**src/rtl/clock_divider_multi.sv**
```systemverilog
// Multi-channel programmable clock divider.
// Each channel toggles clk_out every H = max(half,1) input cycles and pulses tick
// on the rising edge of its divided clock. Half-period updates are staged in a
// per-channel pending register and committed at the next toggle boundary, on the
// next cycle while the channel is stopped, or on a global sync, so a running
// output never sees a truncated half-period.
//
//   state   | meaning
//   --------+-----------------------------------------------------------
//   ST_IDLE | no staged half-period; channel accepts a new config
//   ST_PEND | new half-period held in pend_half_q, waiting for a boundary
module clock_divider_multi #(
  parameter int NUM_CH       = 2,
  parameter int CNT_W        = 16,
  parameter int DEFAULT_HALF = 15,
  localparam int CH_W        = (NUM_CH > 1) ? $clog2(NUM_CH) : 1
) (
  input  logic              clk_in,
  input  logic              reset,
  input  logic [NUM_CH-1:0] enable,
  input  logic              sync_in,
  input  logic              cfg_valid,
  output logic              cfg_ready,
  input  logic [CH_W-1:0]   cfg_ch,
  input  logic [CNT_W-1:0]  cfg_half,
  output logic [NUM_CH-1:0] clk_out,
  output logic [NUM_CH-1:0] tick
);

  typedef enum logic {
    ST_IDLE = 1'b0,
    ST_PEND = 1'b1
  } ch_state_t;

  localparam logic [CNT_W-1:0] CNT_ONE  = CNT_W'(1);
  localparam logic [CNT_W-1:0] HALF_RST = CNT_W'(DEFAULT_HALF);

  ch_state_t         state_q     [NUM_CH];
  ch_state_t         state_d     [NUM_CH];
  logic [CNT_W-1:0]  cnt_q       [NUM_CH];
  logic [CNT_W-1:0]  half_q      [NUM_CH];
  logic [CNT_W-1:0]  pend_half_q [NUM_CH];
  logic [CNT_W-1:0]  h_eff       [NUM_CH];
  logic [NUM_CH-1:0] clk_q;
  logic [NUM_CH-1:0] tick_q;
  logic [NUM_CH-1:0] ch_hit;
  logic [NUM_CH-1:0] term_cnt;
  logic [NUM_CH-1:0] accept;
  logic [NUM_CH-1:0] apply;

  // Channel decode and terminal-count detect; a programmed 0 acts as 1
  always_comb begin
    for (int i = 0; i < NUM_CH; i++) begin
      ch_hit[i]   = ({1'b0, cfg_ch} == i[CH_W:0]);
      h_eff[i]    = (half_q[i] == '0) ? CNT_ONE : half_q[i];
      term_cnt[i] = enable[i] && (cnt_q[i] == (h_eff[i] - CNT_ONE));
    end
  end

  // State register
  always_ff @(posedge clk_in) begin
    for (int i = 0; i < NUM_CH; i++) begin
      if (!reset) state_q[i] <= ST_IDLE;
      else        state_q[i] <= state_d[i];
    end
  end

  // Next-state logic
  always_comb begin
    for (int i = 0; i < NUM_CH; i++) begin
      state_d[i] = state_q[i];
      case (state_q[i])
        ST_IDLE: if (accept[i]) state_d[i] = ST_PEND;
        ST_PEND: if (apply[i])  state_d[i] = ST_IDLE;
        default: state_d[i] = ST_IDLE;
      endcase
    end
  end

  // Output decode: ready is independent of cfg_valid; out-of-range channels are always ready
  always_comb begin
    cfg_ready = 1'b1;
    for (int i = 0; i < NUM_CH; i++) begin
      if (ch_hit[i] && (state_q[i] == ST_PEND)) cfg_ready = 1'b0;
      accept[i] = cfg_valid && ch_hit[i] && (state_q[i] == ST_IDLE);
      apply[i]  = (state_q[i] == ST_PEND) && (sync_in || !enable[i] || term_cnt[i]);
    end
  end

  // Per-channel counters, divided clocks, ticks and half-period registers
  always_ff @(posedge clk_in) begin
    for (int i = 0; i < NUM_CH; i++) begin
      if (!reset) begin
        cnt_q[i]       <= '0;
        clk_q[i]       <= 1'b0;
        tick_q[i]      <= 1'b0;
        half_q[i]      <= HALF_RST;
        pend_half_q[i] <= HALF_RST;
      end else begin
        tick_q[i] <= 1'b0;
        if (accept[i]) pend_half_q[i] <= cfg_half;
        if (apply[i])  half_q[i]      <= pend_half_q[i];
        if (sync_in) begin
          cnt_q[i] <= '0;
          clk_q[i] <= 1'b0;
        end else if (enable[i]) begin
          if (term_cnt[i]) begin
            cnt_q[i]  <= '0;
            clk_q[i]  <= ~clk_q[i];
            tick_q[i] <= ~clk_q[i];
          end else begin
            cnt_q[i] <= cnt_q[i] + CNT_ONE;
          end
        end
      end
    end
  end

  assign clk_out = clk_q;
  assign tick    = tick_q;

endmodule

```
**config.mk**
```make
export PLATFORM = sky130hd
export DESIGN_NAME = clock_divider_multi
export DESIGN_NICKNAME = d
export VERILOG_FILES = /design/src/rtl/clock_divider_multi.sv
export SDC_FILE = /design/constraint.sdc
export NUM_CORES = 1
export LEC_CHECK = 0
export CORE_UTILIZATION = 40
export CTS_BUF_LIST = sky130_fd_sc_hd__clkbuf_4 sky130_fd_sc_hd__clkbuf_8
export CTS_CLUSTER_DIAMETER = 120
export DETAILED_ROUTE_END_ITERATION = 10
export SLEW_MARGIN = 20
export SYNTH_ARGS = -nofsm -noshare
export SYNTH_HDL_FRONTEND = slang
export SYNTH_SLANG_ARGS = --single-unit
```
**constraint.sdc**
```tcl
create_clock -name clk_in -period 4.7 [get_ports clk_in]
set_input_delay 1.175 -clock clk_in [delete_from_list [all_inputs] [get_ports clk_in]]
set_output_delay 1.175 -clock clk_in [all_outputs]
set_load 0.01 [all_outputs]
```
* Word-level counts from Yosys, hierarchy flattened
Memories as Yosys holds them, arrays and structs flattened.
Index checks and enable logic that the tools add are counted.
Widths: inputs -> output; s select.
** Storage, ports and cells
- Output and inout bits :: 5
- Memories :: 4
- Logic and storage cells :: 116
- Input port bits :: 23
- Memory bits (writable) :: 98
- Register bits :: 4
** Cells by class
- Bitwise operators :: 22
- Reductions and logical operators :: 23
- Mux-type cells :: 57
- Add/subtract/negate cells :: 4
- Equality and inequality tests :: 2
** Memories
- cnt_q :: depth 2, bits a word 16, rd ports 2, clocked after Yosys merged registers in 0, write ports 2, RTL line 40 : logic [CNT_W-1:0] cnt_q [NUM_CH];
- half_q :: depth 2, bits a word 16, rd ports 2, clocked after Yosys merged registers in 0, write ports 2, RTL line 41 : logic [CNT_W-1:0] half_q [NUM_CH];
- pend_half_q :: depth 2, bits a word 16, rd ports 2, clocked after Yosys merged registers in 0, write ports 2, RTL line 42 : logic [CNT_W-1:0] pend_half_q [NUM_CH];
- state_q :: depth 2, bits a word 1, rd ports 2, clocked after Yosys merged registers in 0, write ports 2, RTL line 38 : ch_state_t state_q [NUM_CH];
** Operators by type and width (count)
- $mux 16 :: 12
- $mux 1 :: 43
- $add 16x1->16 const B :: 2
- $eq 16x16->1 :: 2
- $logic_not 16->1 :: 2
- $sub 16x1->16 const B :: 2
- $or 1x1->1 :: 12
- $logic_and 1x1->1 :: 10
- $not 1->1 :: 10
- $reduce_or 4->1 :: 2
- $logic_or 1x1->1 :: 4
- $pmux 1 s2 :: 2
- $reduce_and 2->1 :: 2
- $logic_not 1->1 :: 2
- $reduce_or 2->1 :: 1

* Depth between registers and ports, before layout
Gate-level depths: netlist of the first run.
- Depth in word-level cells :: 12
- Mapped depth :: 13
- Gate-level depth less buffers :: 11

* Worst setup path before layout of the first run
No wires, ideal clock.
- Path kind :: reg2reg
- From :: memory half_q[1][8]
- To :: memory half_q[1][0], enable pin
- Slack :: -0.404 ns
- Cell stages (with the launch flop) :: 13
- Path buffers :: 1
- Clock period less this slack :: 5.104 ns
- Setup time :: 0.414 ns
- Arrival time :: 4.691 ns
- Required time :: 4.286 ns
- Path through :: edfxtp_1 > or4_1 > nor3_2 > a31oi_1 > ha_1 > or3b_1 > clkbuf_1 > o31ai_1 > a21boi_0 > o31a_1 > or4_4 > o211ai_2 > a21boi_0
** RTL lines (RTL line)
- from (decl) :: 41

==> results of run 1 <==
[flip-flops by register name, indices dropped and copies added, names as in the netlist]
| register | cells |
|---|---|
| clk_out | 2 |
| half_q | 32 |
| state_q | 2 |
| cnt_q | 32 |
| tick | 2 |
| pend_half_q | 32 |
[final cells by class]
cell class	instances	area share (%)
clock inverters	7	0.7726
multi-input cells	390	40.51
clock buffers	9	1.961
flip-flops and latches	102	47.54
repair buffers	32	4.873
inverters	13	0.7726
well taps	180	3.566
[cells by family after synthesis]
logic type / count (synthesis)
AOI/OAI and AO/OA: 65
muxes: 3
adders and majority gates: 4
DFF: 102
and+or+nand+nor: 259
buffers and inverters: 31
xor gates and xnor gates: 59
[worst paths after layout]
| path | startpoint | to | depth (start not counted) |
|---|---|---|---|
| max | half_q[0][0]$_SDFFCE_PN1P_ | half_q[0][10]$_SDFFCE_PN0P_ | 12 |
| min reg2reg | clk_out[1]$_SDFFE_PP0P_ | clk_out[1]$_SDFFE_PP0P_ | 2 |
| max reg2reg | half_q[0][0]$_SDFFCE_PN1P_ | half_q[0][10]$_SDFFCE_PN0P_ | 12 |
| min | clk_out[1]$_SDFFE_PP0P_ | clk_out[1]$_SDFFE_PP0P_ | 2 |
[placed cells by master (no fill, tap or decap), types with 5 or more instances in the layout]
| cell type | count |
|---|---|
| edfxtp_1 | 96 |
| buf_4 | 5 |
| or4_1 | 11 |
| nor2_1 | 48 |
| nor3_1 | 22 |
| clkbuf_8 | 9 |
| clkdlybuf4s50_1 | 27 |
| or3_1 | 26 |
| and3_1 | 10 |
| a21oi_1 | 9 |
| nor3b_1 | 15 |
| and2_1 | 26 |
| o21ai_0 | 12 |
| xor2_1 | 26 |
| inv_1 | 13 |
| nand3_1 | 18 |
| dfxtp_1 | 6 |
| xnor2_1 | 33 |
| nor4_1 | 9 |
| nand2_1 | 36 |
| a31oi_1 | 5 |
| nor2b_1 | 6 |
| nand4_1 | 5 |
[power by group through the flow]
stage | combinational, mW | clock, mW | sequential (mW)
4_1_cts | 0.170 | 0.532 | 1.08
6_report | 0.169 | 0.520 | 1.08
2_1_floorplan | 0.119 | 0 | 1.08
5_1_grt | 0.188 | 0.563 | 1.09
3_3_place_gp | 0.167 | 0 | 1.10
3_5_place_dp | 0.169 | 0 | 1.10
[metrics by stage]
stage	util, %	worst slack, ns	total power [mW]	hold slack [ns]
finish	45.50	0.3135	1.769	0.5020
global route	45.50	0.03481	1.837	0.5281
CTS	45.50	0.3109	1.781	0.4933
detailed placement	44.26	0.3172	1.270	0.4787
global placement	44.26	0.4077	1.266	0.4690
floorplan	-	0.008069	1.202	0.4816
[worst max-delay path: cells and delay by family, from the launching register on]
| family | cells | cell delay, ns |
|---|---|---|
| DFF | 1 | 0.51 |
| buffers and inverters | 1 | 0.24 |
| xor gates and xnor gates | 1 | 0.19 |
| AOI/OAI and AO/OA | 3 | 0.62 |
| adders and majority gates | 1 | 0.31 |
| and+or+nand+nor | 6 | 2.21 |
[per-layer routing]
layer / up-vias / global-route usage, % / wire, um
li1: 1997 / - / -
met1: 1869 / 25.27 / 6055
met2: 93 / 25.75 / 5348
met3: 23 / 2.820 / 429
met4: 0 / 8.333 / 303
met5: - / 0 / 0
==> results.sh, run 1 <==
export IMPL_status="finished clean"
export IMPL_antenna_found_initial=0
export IMPL_first_iter_violations=232
export IMPL_synth_cells=523
export IMPL_avgRoutedWirePerCell_um=16.56
export IMPL_crit_path_end_kind="flop"
export IMPL_synth_xor_area_share_pct=9.085
export IMPL_rows=43
export IMPL_p_seq_share_pct=61.0
export IMPL_grt_first_pass_wirelength_um=19550
export IMPL_fillers=1301
export IMPL_worst_path_max_delay_cell="or4b_2"
export IMPL_worst_r2r_setup_slack_ns=0.31
export IMPL_synthArstFlopShare_pct=0
export IMPL_synth_most_common_cell="edfxtp_1"
export IMPL_post_cts_buffers=0
export IMPL_yosys_area_top_type="edfxtp_1"
export IMPL_finalSetupTns_ns=0
export IMPL_p_leak_nw=2.047
export IMPL_muxShareOfSynthArea_pct=0.5279
export IMPL_placed_area_mm2=0.006143
export IMPL_yosys_register_bits=102
export IMPL_hold_violations=0
export IMPL_avgSynthCellArea_um2=10.88
export IMPL_tightestPinTransition_ns=0.7405
export IMPL_cp_start_kind="flop"
export IMPL_synth_top_family_by_area="simple AND/OR/NAND/NOR gates"
export IMPL_gp_congestion=0.8711
export IMPL_wirelength_um=12140
export IMPL_drive_above_1_share_pct=6.691
export IMPL_syn_to_final_growth_pct=11.04
export IMPL_slowest_delay_ns=0.74
export IMPL_yosysUniqueCellTypes=63
export IMPL_grt_pass1_vias=3680
export IMPL_cts_buffers_inserted=9
export IMPL_clk_latency_ns=0.38
export IMPL_ant_nets=0
export IMPL_period_minus_slack_ns=4.386
export IMPL_critPathMaxFanout=18
export IMPL_fmax_ghz=0.2280
export IMPL_critPathKind="reg2reg"
export IMPL_core_area_mm2=0.01388
export IMPL_postCtsHoldBufs=0
export IMPL_yosys_area_share_simple_pct=25.85
export IMPL_grt_use_total_pct=17.57
export IMPL_worst_clock_skew_ns=0.005177
export IMPL_ios=28
export IMPL_ctsRootBufferMaster="clkbuf_8"
export IMPL_yosys_top_cells_area="edfxtp_1 51%, xnor2_1 5.1%, xor2_1 4.0%"
export IMPL_path_cells="nor3_1 -> and2_1 -> a21oi_1 -> ha_1 -> or4b_1 -> or2_1 -> or4_1 -> xnor2_1 -> or4b_2 -> o211a_4 -> o21ai_2 -> buf_4"
export IMPL_dr_pass1_iters=4
export IMPL_synth_top_area_share_pct=50.68
export IMPL_hp_class="reg2reg"
export IMPL_nets=575
export IMPL_cts_num_sinks=102
export IMPL_grt_overflow_total=0
export IMPL_avgViaCountPerCell=5.432
export IMPL_portBuffers=27
export IMPL_n_antenna_cell=0
export IMPL_grt_max_degree=19
export IMPL_fin_crit_sh_pct=93.33
export IMPL_die_area_mm2=0.01470
export IMPL_cap_viol_max_count=0
export IMPL_rsz0062_at_grt="no"
export IMPL_die_w_um=121.2
export IMPL_power_frac_comb_pct=9.6
export IMPL_slew_viol_final=0
export IMPL_dpl_hpwl_um=9136
export IMPL_post_route_drc_count=0
export IMPL_p_int_mw=1.307
export IMPL_synth_common_cells="96 x edfxtp_1, 48 x nor2_1, 36 x nand2_1, 33 x xnor2_1"
export IMPL_ys_warn_count=0
export IMPL_synth_adder_area_share_pct=0.8799
export IMPL_synth_area_mm2=0.005688
export IMPL_start_util_pct=40.98
export IMPL_clock_power_share_pct=29.4
export IMPL_regArea_mm2=0.003003
export IMPL_cts_resized=0
export IMPL_worstPathRequired_ns=4.78
export IMPL_slew_headroom_pct=50.17
export IMPL_vias=3982
export IMPL_clkSlewWorstSetupHoldPaths_ns=0.10
export IMPL_final_cells=733
export IMPL_vdd_drop_max_uv=142.1
export IMPL_netSwitchingPower_mw=0.4620
export IMPL_fin_area_mm2=0.006316
export IMPL_synth_ff_type="edfxtp_1"
export IMPL_arrival_ns=4.47
export IMPL_switching_share_pct=26.11
export IMPL_htree_num_levels=3
export IMPL_finalSetupViolations=0
export IMPL_ys_seq_area_share_pct=52.79
export IMPL_synth_edf_count=96
export IMPL_cts_buffer_depth=2
export IMPL_syn_num_nets=550
export IMPL_cts_tree="yes"
export IMPL_dp_cells=717
export IMPL_multi_input_area_mm2=0.002559
export IMPL_power_density_mw_per_mm2=280.1
export IMPL_synth_compound_area_share_pct=8.579
export IMPL_die_h_um=121.2
No activity file was read; power rests on OpenSTA's default activity.
==> inputs of run 2 (changes only) <==
--- a/config.mk
+++ b/config.mk
@@ -5,6 +5,7 @@
 export SDC_FILE = /design/constraint.sdc
 export NUM_CORES = 1
 export LEC_CHECK = 0
+export CORE_MARGIN = 2
 export CORE_UTILIZATION = 40
 export CTS_BUF_LIST = sky130_fd_sc_hd__clkbuf_4 sky130_fd_sc_hd__clkbuf_8
 export CTS_CLUSTER_DIAMETER = 120
==> run 2 against run 1 <==
Against the previous run: sequential share of layout area decreased by 0.27 points; total power increased by 4.1%; cell count increased by 0.14%; sequential cell count unchanged; register-to-register slack improved by 0.04 ns; setup slack improved by 0.037 ns; combinational power about the same; non-clock buffer count increased by 1; final area increased by 0.57%; utilization increased by 0.26 points; clock power increased by 14%; largest cell class unchanged.
==> results.sh, run 2 (synthesis gave the netlist of run 1 again) <==
export IMPL_status="finished clean"
export IMPL_post_route_drc_count=0
export IMPL_gp_congestion=0.9163
export IMPL_core_area_mm2=0.01388
export IMPL_grt_overflow_total=0
export IMPL_grt_first_pass_wirelength_um=19970
export IMPL_clk_latency_ns=0.39
export IMPL_htree_num_levels=3
export IMPL_grt_max_degree=19
export IMPL_slew_headroom_pct=46.11
export IMPL_critPathMaxFanout=16
export IMPL_busiest_layer="met2"
export IMPL_worstPathRequired_ns=4.84
export IMPL_power_mw=1.841
export IMPL_first_iter_violations=189
export IMPL_avgRoutedWirePerCell_um=16.50
export IMPL_syn_to_final_growth_pct=11.68
export IMPL_crit_family="simple AND/OR/NAND/NOR gates"
export IMPL_cts_tree="yes"
export IMPL_finalSetupTns_ns=0
export IMPL_clkSlewWorstSetupHoldPaths_ns=0.11
export IMPL_grt_use_total_pct=17.26
export IMPL_use_met1_pct=25.22
export IMPL_final_core_util_pct=45.76
export IMPL_met2_usage_pct=25.41
export IMPL_crit_path_end_kind="flop"
export IMPL_post_cts_buffers=0
export IMPL_worst_path_max_delay_cell="or4_1"
export IMPL_placed_area_mm2=0.006151
export IMPL_reg_top3="cnt_q x32, half_q x32, pend_half_q x32"
export IMPL_n_antenna_cell=0
export IMPL_period_minus_slack_ns=4.350
export IMPL_cp_start_kind="flop"
export IMPL_worst_path_buf_inv=0
export IMPL_dr_pass1_iters=5
export IMPL_rows=43
export IMPL_postCtsHoldBufs=0
export IMPL_nets=576
export IMPL_rsz0062_at_grt="no"
export IMPL_wirelength_um=12110
export IMPL_avgViaCountPerCell=5.396
export IMPL_grtUsageMet3_pct=3.275
export IMPL_cts_buffer_depth=2
export IMPL_slowest_delay_ns=0.61
export IMPL_cts_num_sinks=102
export IMPL_vdd_drop_max_uv=187.8
export IMPL_fin_area_mm2=0.006352
export IMPL_cts_buffers_inserted=9
export IMPL_ant_nets=0
export IMPL_final_cells=734
export IMPL_grt_pass1_vias=3770
export IMPL_antenna_found_initial=0
export IMPL_vias=3961
export IMPL_die_area_mm2=0.01519
export IMPL_die_h_um=123.2
export IMPL_final_common_cell="edfxtp_1"
export IMPL_start_util_pct=40.98
export IMPL_tightestPinTransition_ns=0.8010
export IMPL_hold_ws_ns=0.5018
export IMPL_hp_class="reg2reg"
export IMPL_path_cells="or4_1 -> nor3_2 -> a31oi_1 -> ha_1 -> or3b_1 -> o31ai_1 -> a21boi_0 -> o31a_1 -> or4_4 -> o211a_1 -> or3_1"
export IMPL_layout_setup_ws_ns=0.3502
export IMPL_fmax_ghz=0.2299
export IMPL_die_w_um=123.2
export IMPL_cts_resized=0
export IMPL_mostFrequentLayoutCells="96 x edfxtp_1, 48 x nor2_1, 36 x nand2_1"
export IMPL_dp_cells=718
export IMPL_finalSetupViolations=0
export IMPL_ios=28
export IMPL_p_leak_nw=2.061
export IMPL_portBuffers=27
export IMPL_arrival_ns=4.49
export IMPL_power_density_mw_per_mm2=289.8
export IMPL_slew_viol_final=0
export IMPL_dpl_hpwl_um=9075
export IMPL_worst_clock_skew_ns=0.01623
export IMPL_post_place_ws_ns=0.3455
export IMPL_ctsRootBufferMaster="clkbuf_8"
export IMPL_critPathKind="reg2reg"
export IMPL_fin_crit_sh_pct=92.55
export IMPL_hold_violations=0
export IMPL_drive_above_1_share_pct=7.401
export IMPL_cap_viol_max_count=0
## run 2: cell count changes in the layout (fill, tap and decap cells not counted), sizes merged
cell      before  now
buf            5    6
bufinv         0    1
clkbuf         9   10
clkinv         5    1
clkinvlp       0    2
## run 2: layer usage
metal	vias to the layer above	wire length, um	part of all wire [%]
met1	1844	5970	49
met2	101	5341	44
li1	1998	-	-
met3	18	607	5.0
met4	0	191	1.6
met5	-	0	0
## run 2: final cells by class
cell class / instances / area, um2
Fill cell: 1299 / 7528
Tap cell: 180 / 225.2
Clock buffer: 10 / 131.4
Timing Repair Buffer: 33 / 315.3
Clock inverter: 6 / 70.07
Sequential cell: 102 / 3003
Inverter: 13 / 48.80
Multi-Input combinational cell: 390 / 2559
## run 2: power by group
group          internal [mW]  switching, mW
Sequential              1.04         0.0430
Combinational         0.0748         0.0950
Clock                  0.257          0.334
## run 2: final timing paths
kind | start | to | slack (ns) | depth (start not counted)
max reg2reg | half_q[1][10]$_SDFFCE_PN0P_ | half_q[1][1]$_SDFFCE_PN1P_ | 0.35 | 11
max | half_q[1][10]$_SDFFCE_PN0P_ | half_q[1][1]$_SDFFCE_PN1P_ | 0.35 | 11
min reg2reg | clk_out[1]$_SDFFE_PP0P_ | clk_out[1]$_SDFFE_PP0P_ | 0.50 | 2
min | clk_out[1]$_SDFFE_PP0P_ | clk_out[1]$_SDFFE_PP0P_ | 0.50 | 2
## run 2: worst reg2reg max path: stages (launching register included)
cell	delay, ns
edfxtp_1	0.51
or4_1	0.61
nor3_2	0.37
a31oi_1	0.17
ha_1	0.28
or3b_1	0.29
o31ai_1	0.11
a21boi_0	0.14
o31a_1	0.25
or4_4	0.57
o211a_1	0.41
or3_1	0.41
==> patch 1 (flow settings as in run 2) <==
Set the parameter `CNT_W` to 12 (it was 16).
--- a/src/rtl/clock_divider_multi.sv
+++ b/src/rtl/clock_divider_multi.sv
@@ -11,7 +11,7 @@
 //   ST_PEND | new half-period held in pend_half_q, waiting for a boundary
 module clock_divider_multi #(
   parameter int NUM_CH       = 2,
-  parameter int CNT_W        = 16,
+  parameter int CNT_W        = 12,
   parameter int DEFAULT_HALF = 15,
   localparam int CH_W        = (NUM_CH > 1) ? $clog2(NUM_CH) : 1
 ) (
Interface: changed (resized cfg_half); port bits go from 28 to 24. No check against the original RTL was run, so the function may have changed too.
==> patch 1 against run 2 <==
  * Synthesized area shrank 24%
  * Design area shrank 24%
  * Setup slack gained 0.63 ns
  * Core utilization grew 0.82 points
  * Non-clock buffer count shrank 7
  * Sequential cell count shrank 24
  * Routed wire length shrank 29%
  * Power shrank 22%
==> patch 1: results (changes against run 2) <==
Status
  – Status: completed

Yosys
  – Synth cell types: 55 (-13%)
  – Commonest cells in the synthesized netlist: 72 x edfxtp_1, 49 x nor2_1, 41 x nand2_1
  – Cells after Synth: 403 (-23%)
  – Yosys reg bits: 78 (-24%)

STA
  – Worst Setup Slack, final: 0.977 ns (+0.627 ns)
  – Worst-margin pin slew: 0.808 ns (+0.00685 ns)
  – Skew final: 0.00752 ns (-0.00871 ns)

Detailed routing
  – Via/cell ratio: 5.27 (-2.4%)
  – Initial DRC Count: 148 (-22%)
  – Met1 WL: 4350 um (-27%)
  – Met3 wire length: 326 um (-46%)
  – Post-Route WL: 8640 um (-29%)

Finish
  – Filler cells: 982 (-24%)
  – Multi-input gate area: 1930 um2 (-25%)
  – Top Registers: cnt_q (24), half_q (24), pend_half_q (24)
  – Non-clock buffer count: 26 (-21%)
  – CLK BUF: 9 (-1)
  – Area grow syn2layout: 12.5%
  – Layout Cells excl Fill: 570 (-22%)
  – Non-clock buffer share: 0.0521 (+0.00245)
  – Seq/total area: 0.470 (-0.00237)
  – Clock network area share: 0.0379 (+0.00619)
  – # nets final: 452 (-22%)

Power and ir drop
  – Maximum vdd drop: 0.156 mV (-17%)
  – Sequential Power Share: 0.572 (-0.015)
  – PD cells: 297 nW/um2 (+2.3%)

Placement
  – Placed inst area: 4670 um2 (-24%)
  – Input/output buffers: 23 (-15%)
  – Hpwl dp: 6480 um (-29%)
  – Placed insts: 554 (-23%)
  – Placer Congestion: 0.873 (-4.8%)

Floorplan
  – Rows: 37 (-14%)

Worst setup path
  – Max stage delay on crit path: 0.66 ns (+0.05 ns)
  – Worst EP arrival: 3.78 ns (-0.71 ns)
  – RR Endpoint: half_q[1][9]
  – CP Max Fanout: 14 (-2)
  – Worst R2R Path Depth: 10 (-1)
  – Slowest CP cell: nor4_1

CTS
  – Worst-skew pair later-pin latency: 0.35 ns (-0.04 ns)

Global routing
  – Met2 Track Usage GR: 0.246 (-0.00794)
  – Largest net degree at the start of global routing: 17 (-2)
  – Vias in the first global route: 2879 (-24%)
## patch 1: changes by cell type in the layout (fill, tap and decap cells not counted), sizes merged, moves of 4 or more
cell | run 2 | this run
a21oi | 9 | 14
and2 | 26 | 18
clkdlybuf4s50 | 27 | 23
edfxtp | 96 | 72
nand2 | 36 | 41
nand3 | 18 | 11
nand4b | 0 | 5
nor3 | 25 | 20
nor3b | 16 | 3
o211a | 4 | 0
o21ai | 14 | 6
or3 | 26 | 15
or4 | 15 | 2
xnor2 | 33 | 22
## patch 1: kinds of logic (layout without fill, tap and decap cells)
logic type                 after synthesis  after routing  share of synthesized area
AOI/OAI and AO/OA                       47             47                     0.0783
muxes                                    4              4                    0.00928
and+or+nand+nor                        203            203                      0.254
buffers and inverters                   21             52                     0.0244
DFF                                     78             78                      0.529
xor gates and xnor gates                46             46                     0.0934
adders and majority gates                4              4                     0.0116
==> patch 2 (settings of run 2) <==
Without the edit above. Register the inputs `cfg_valid`, `cfg_ch` and `cfg_half` before use, without a reset. The logic sees them one clock later. The other inputs are not delayed to match.
--- a/src/rtl/clock_divider_multi.sv
+++ b/src/rtl/clock_divider_multi.sv
@@ -35,6 +35,16 @@
   localparam logic [CNT_W-1:0] CNT_ONE  = CNT_W'(1);
   localparam logic [CNT_W-1:0] HALF_RST = CNT_W'(DEFAULT_HALF);
 
+  logic cfg_valid_q;
+  logic [CH_W-1:0] cfg_ch_q;
+  logic [CNT_W-1:0] cfg_half_q;
+
+  always_ff @(posedge clk_in) begin
+    cfg_valid_q <= cfg_valid;
+    cfg_ch_q    <= cfg_ch;
+    cfg_half_q  <= cfg_half;
+  end
+
   ch_state_t         state_q     [NUM_CH];
   ch_state_t         state_d     [NUM_CH];
   logic [CNT_W-1:0]  cnt_q       [NUM_CH];
@@ -51,7 +61,7 @@
   // Channel decode and terminal-count detect; a programmed 0 acts as 1
   always_comb begin
     for (int i = 0; i < NUM_CH; i++) begin
-      ch_hit[i]   = ({1'b0, cfg_ch} == i[CH_W:0]);
+      ch_hit[i]   = ({1'b0, cfg_ch_q} == i[CH_W:0]);
       h_eff[i]    = (half_q[i] == '0) ? CNT_ONE : half_q[i];
       term_cnt[i] = enable[i] && (cnt_q[i] == (h_eff[i] - CNT_ONE));
     end
@@ -82,7 +92,7 @@
     cfg_ready = 1'b1;
     for (int i = 0; i < NUM_CH; i++) begin
       if (ch_hit[i] && (state_q[i] == ST_PEND)) cfg_ready = 1'b0;
-      accept[i] = cfg_valid && ch_hit[i] && (state_q[i] == ST_IDLE);
+      accept[i] = cfg_valid_q && ch_hit[i] && (state_q[i] == ST_IDLE);
       apply[i]  = (state_q[i] == ST_PEND) && (sync_in || !enable[i] || term_cnt[i]);
     end
   end
@@ -98,7 +108,7 @@
         pend_half_q[i] <= HALF_RST;
       end else begin
         tick_q[i] <= 1'b0;
-        if (accept[i]) pend_half_q[i] <= cfg_half;
+        if (accept[i]) pend_half_q[i] <= cfg_half_q;
         if (apply[i])  half_q[i]      <= pend_half_q[i];
         if (sync_in) begin
           cnt_q[i] <= '0;
Formal check against the unedited RTL: not equivalent (a bounded check fails within 4 cycles, from zero or initial values).
==> patch 2 against run 2 <==
  * Non-clock buffer count up 3
  * Largest power group unchanged
  * Highest routed layer unchanged
  * Synthesized area is 6.5% higher
  * Sequential share of layout area increased by 1.2 points
  * Power grew 29%
  * Sequential cell count grew 18
  * Largest cell class unchanged
  * Setup slack better by 0.39 ns
  * Critical path type unchanged
  * Routed wire length increased by 1.8%
  * Design area increased by 9.2%
==> patch 2: results (changes against run 2) <==
Global routing
  – Total track usage: 0.164 (-0.00896)
  – Met2 Track Usage GR: 0.259 (+0.00521)
  – GR Layer Usage met3: 0.0339 (+0.00117)
  – Vias in the first global route: 4064 (+7.8%)

Detailed routing
  – Met1 WL: 5440 um (-8.8%)
  – Post-Route WL: 12300 um (+1.8%)
  – Met2 WL: 5670 um (+6.2%)
  – Initial DRC Count: 277 (+47%)

Placement
  – Hpwl dp: 8870 um (-2.2%)
  – Placed inst area: 6530 um2 (+6.1%)
  – Placed insts: 721 (+0.42%)

Power and ir drop
  – Maximum vdd drop: 0.206 mV (+9.9%)

Worst setup path
  – Worst Setup SP: half_q[1][6]
  – Max stage delay on crit path: 0.54 ns (-0.07 ns)
  – Slowest CP cell: nor4_2

Finish
  – Filler cells: 1347 (+3.7%)
  – CLK BUF: 20 (+10)
  – Nonclk inv count: 11 (-2)
  – Share of cells above drive strength 1: 0.109 (+0.0350)
  – Non-clock buffer count: 36 (+9.1%)
  – Non-clock buffer share: 0.0487 (-0.000943)
  – #MultiIn Comb: 370 (-5.1%)
  – Clock network area share: 0.0592 (+0.0274)

Floorplan
  – Chip Width: 127 um (+3.1%)

Status
  – Status: completed

Yosys
  – Synth cell types: 62 (-1.6%)
  – Main area contributors after synthesis: edfxtp_1 48%, dfxtp_1 7.9%, xor2_1 4.6%, xnor2_1 4.0%, and2_1 3.1%
  – Sequential-to-total area share from yosys stat: 0.555 (+0.0274)

STA
  – Worst-margin pin slew: 0.769 ns (-0.0319 ns)
  – Skew final: 0.00674 ns (-0.00949 ns)

Hold path
  – Hold path startpoint: pend_half_q[1][1]
  – Hold depth: 1 (-1)
  – Hold Crit Endpoint: half_q[1][1]

CTS
  – Num Clock Sinks: 120 (+18%)
-- patch 2: changes by cell type in the layout (fill, tap and decap cells not counted), moves of 6 or more --
cell / before / now
nor2_1: 48 / 27
nor3b_2: 1 / 10
o211a_1: 3 / 12
nor3_1: 22 / 37
nand4_1: 5 / 12
or3_1: 26 / 5
xor2_1: 26 / 32
clkbuf_8: 9 / 18
dfxtp_1: 6 / 24
nand2b_1: 2 / 12
-- patch 2: cells by family after synthesis --
family	after synthesis	share of synthesized area
AND/OR/NAND/NOR	237	0.233
flip-flops	120	0.555
AO/OA/AOI/OAI	65	0.0857
XOR/XNOR	60	0.0868
buffers and inverters	33	0.0238
multiplexers	4	0.00682
adder cells (fa/ha/maj)	4	0.00826
-- patch 2: power breakdown --
| group | internal (mW) | switching, mW | total (mW) |
|---|---|---|---|
| combinational | 0.0720 | 0.0812 | 0.153 |
| clock | 0.549 | 0.415 | 0.964 |
| sequential | 1.20 | 0.0516 | 1.25 |
| total | 1.82 | 0.548 | 2.37 |
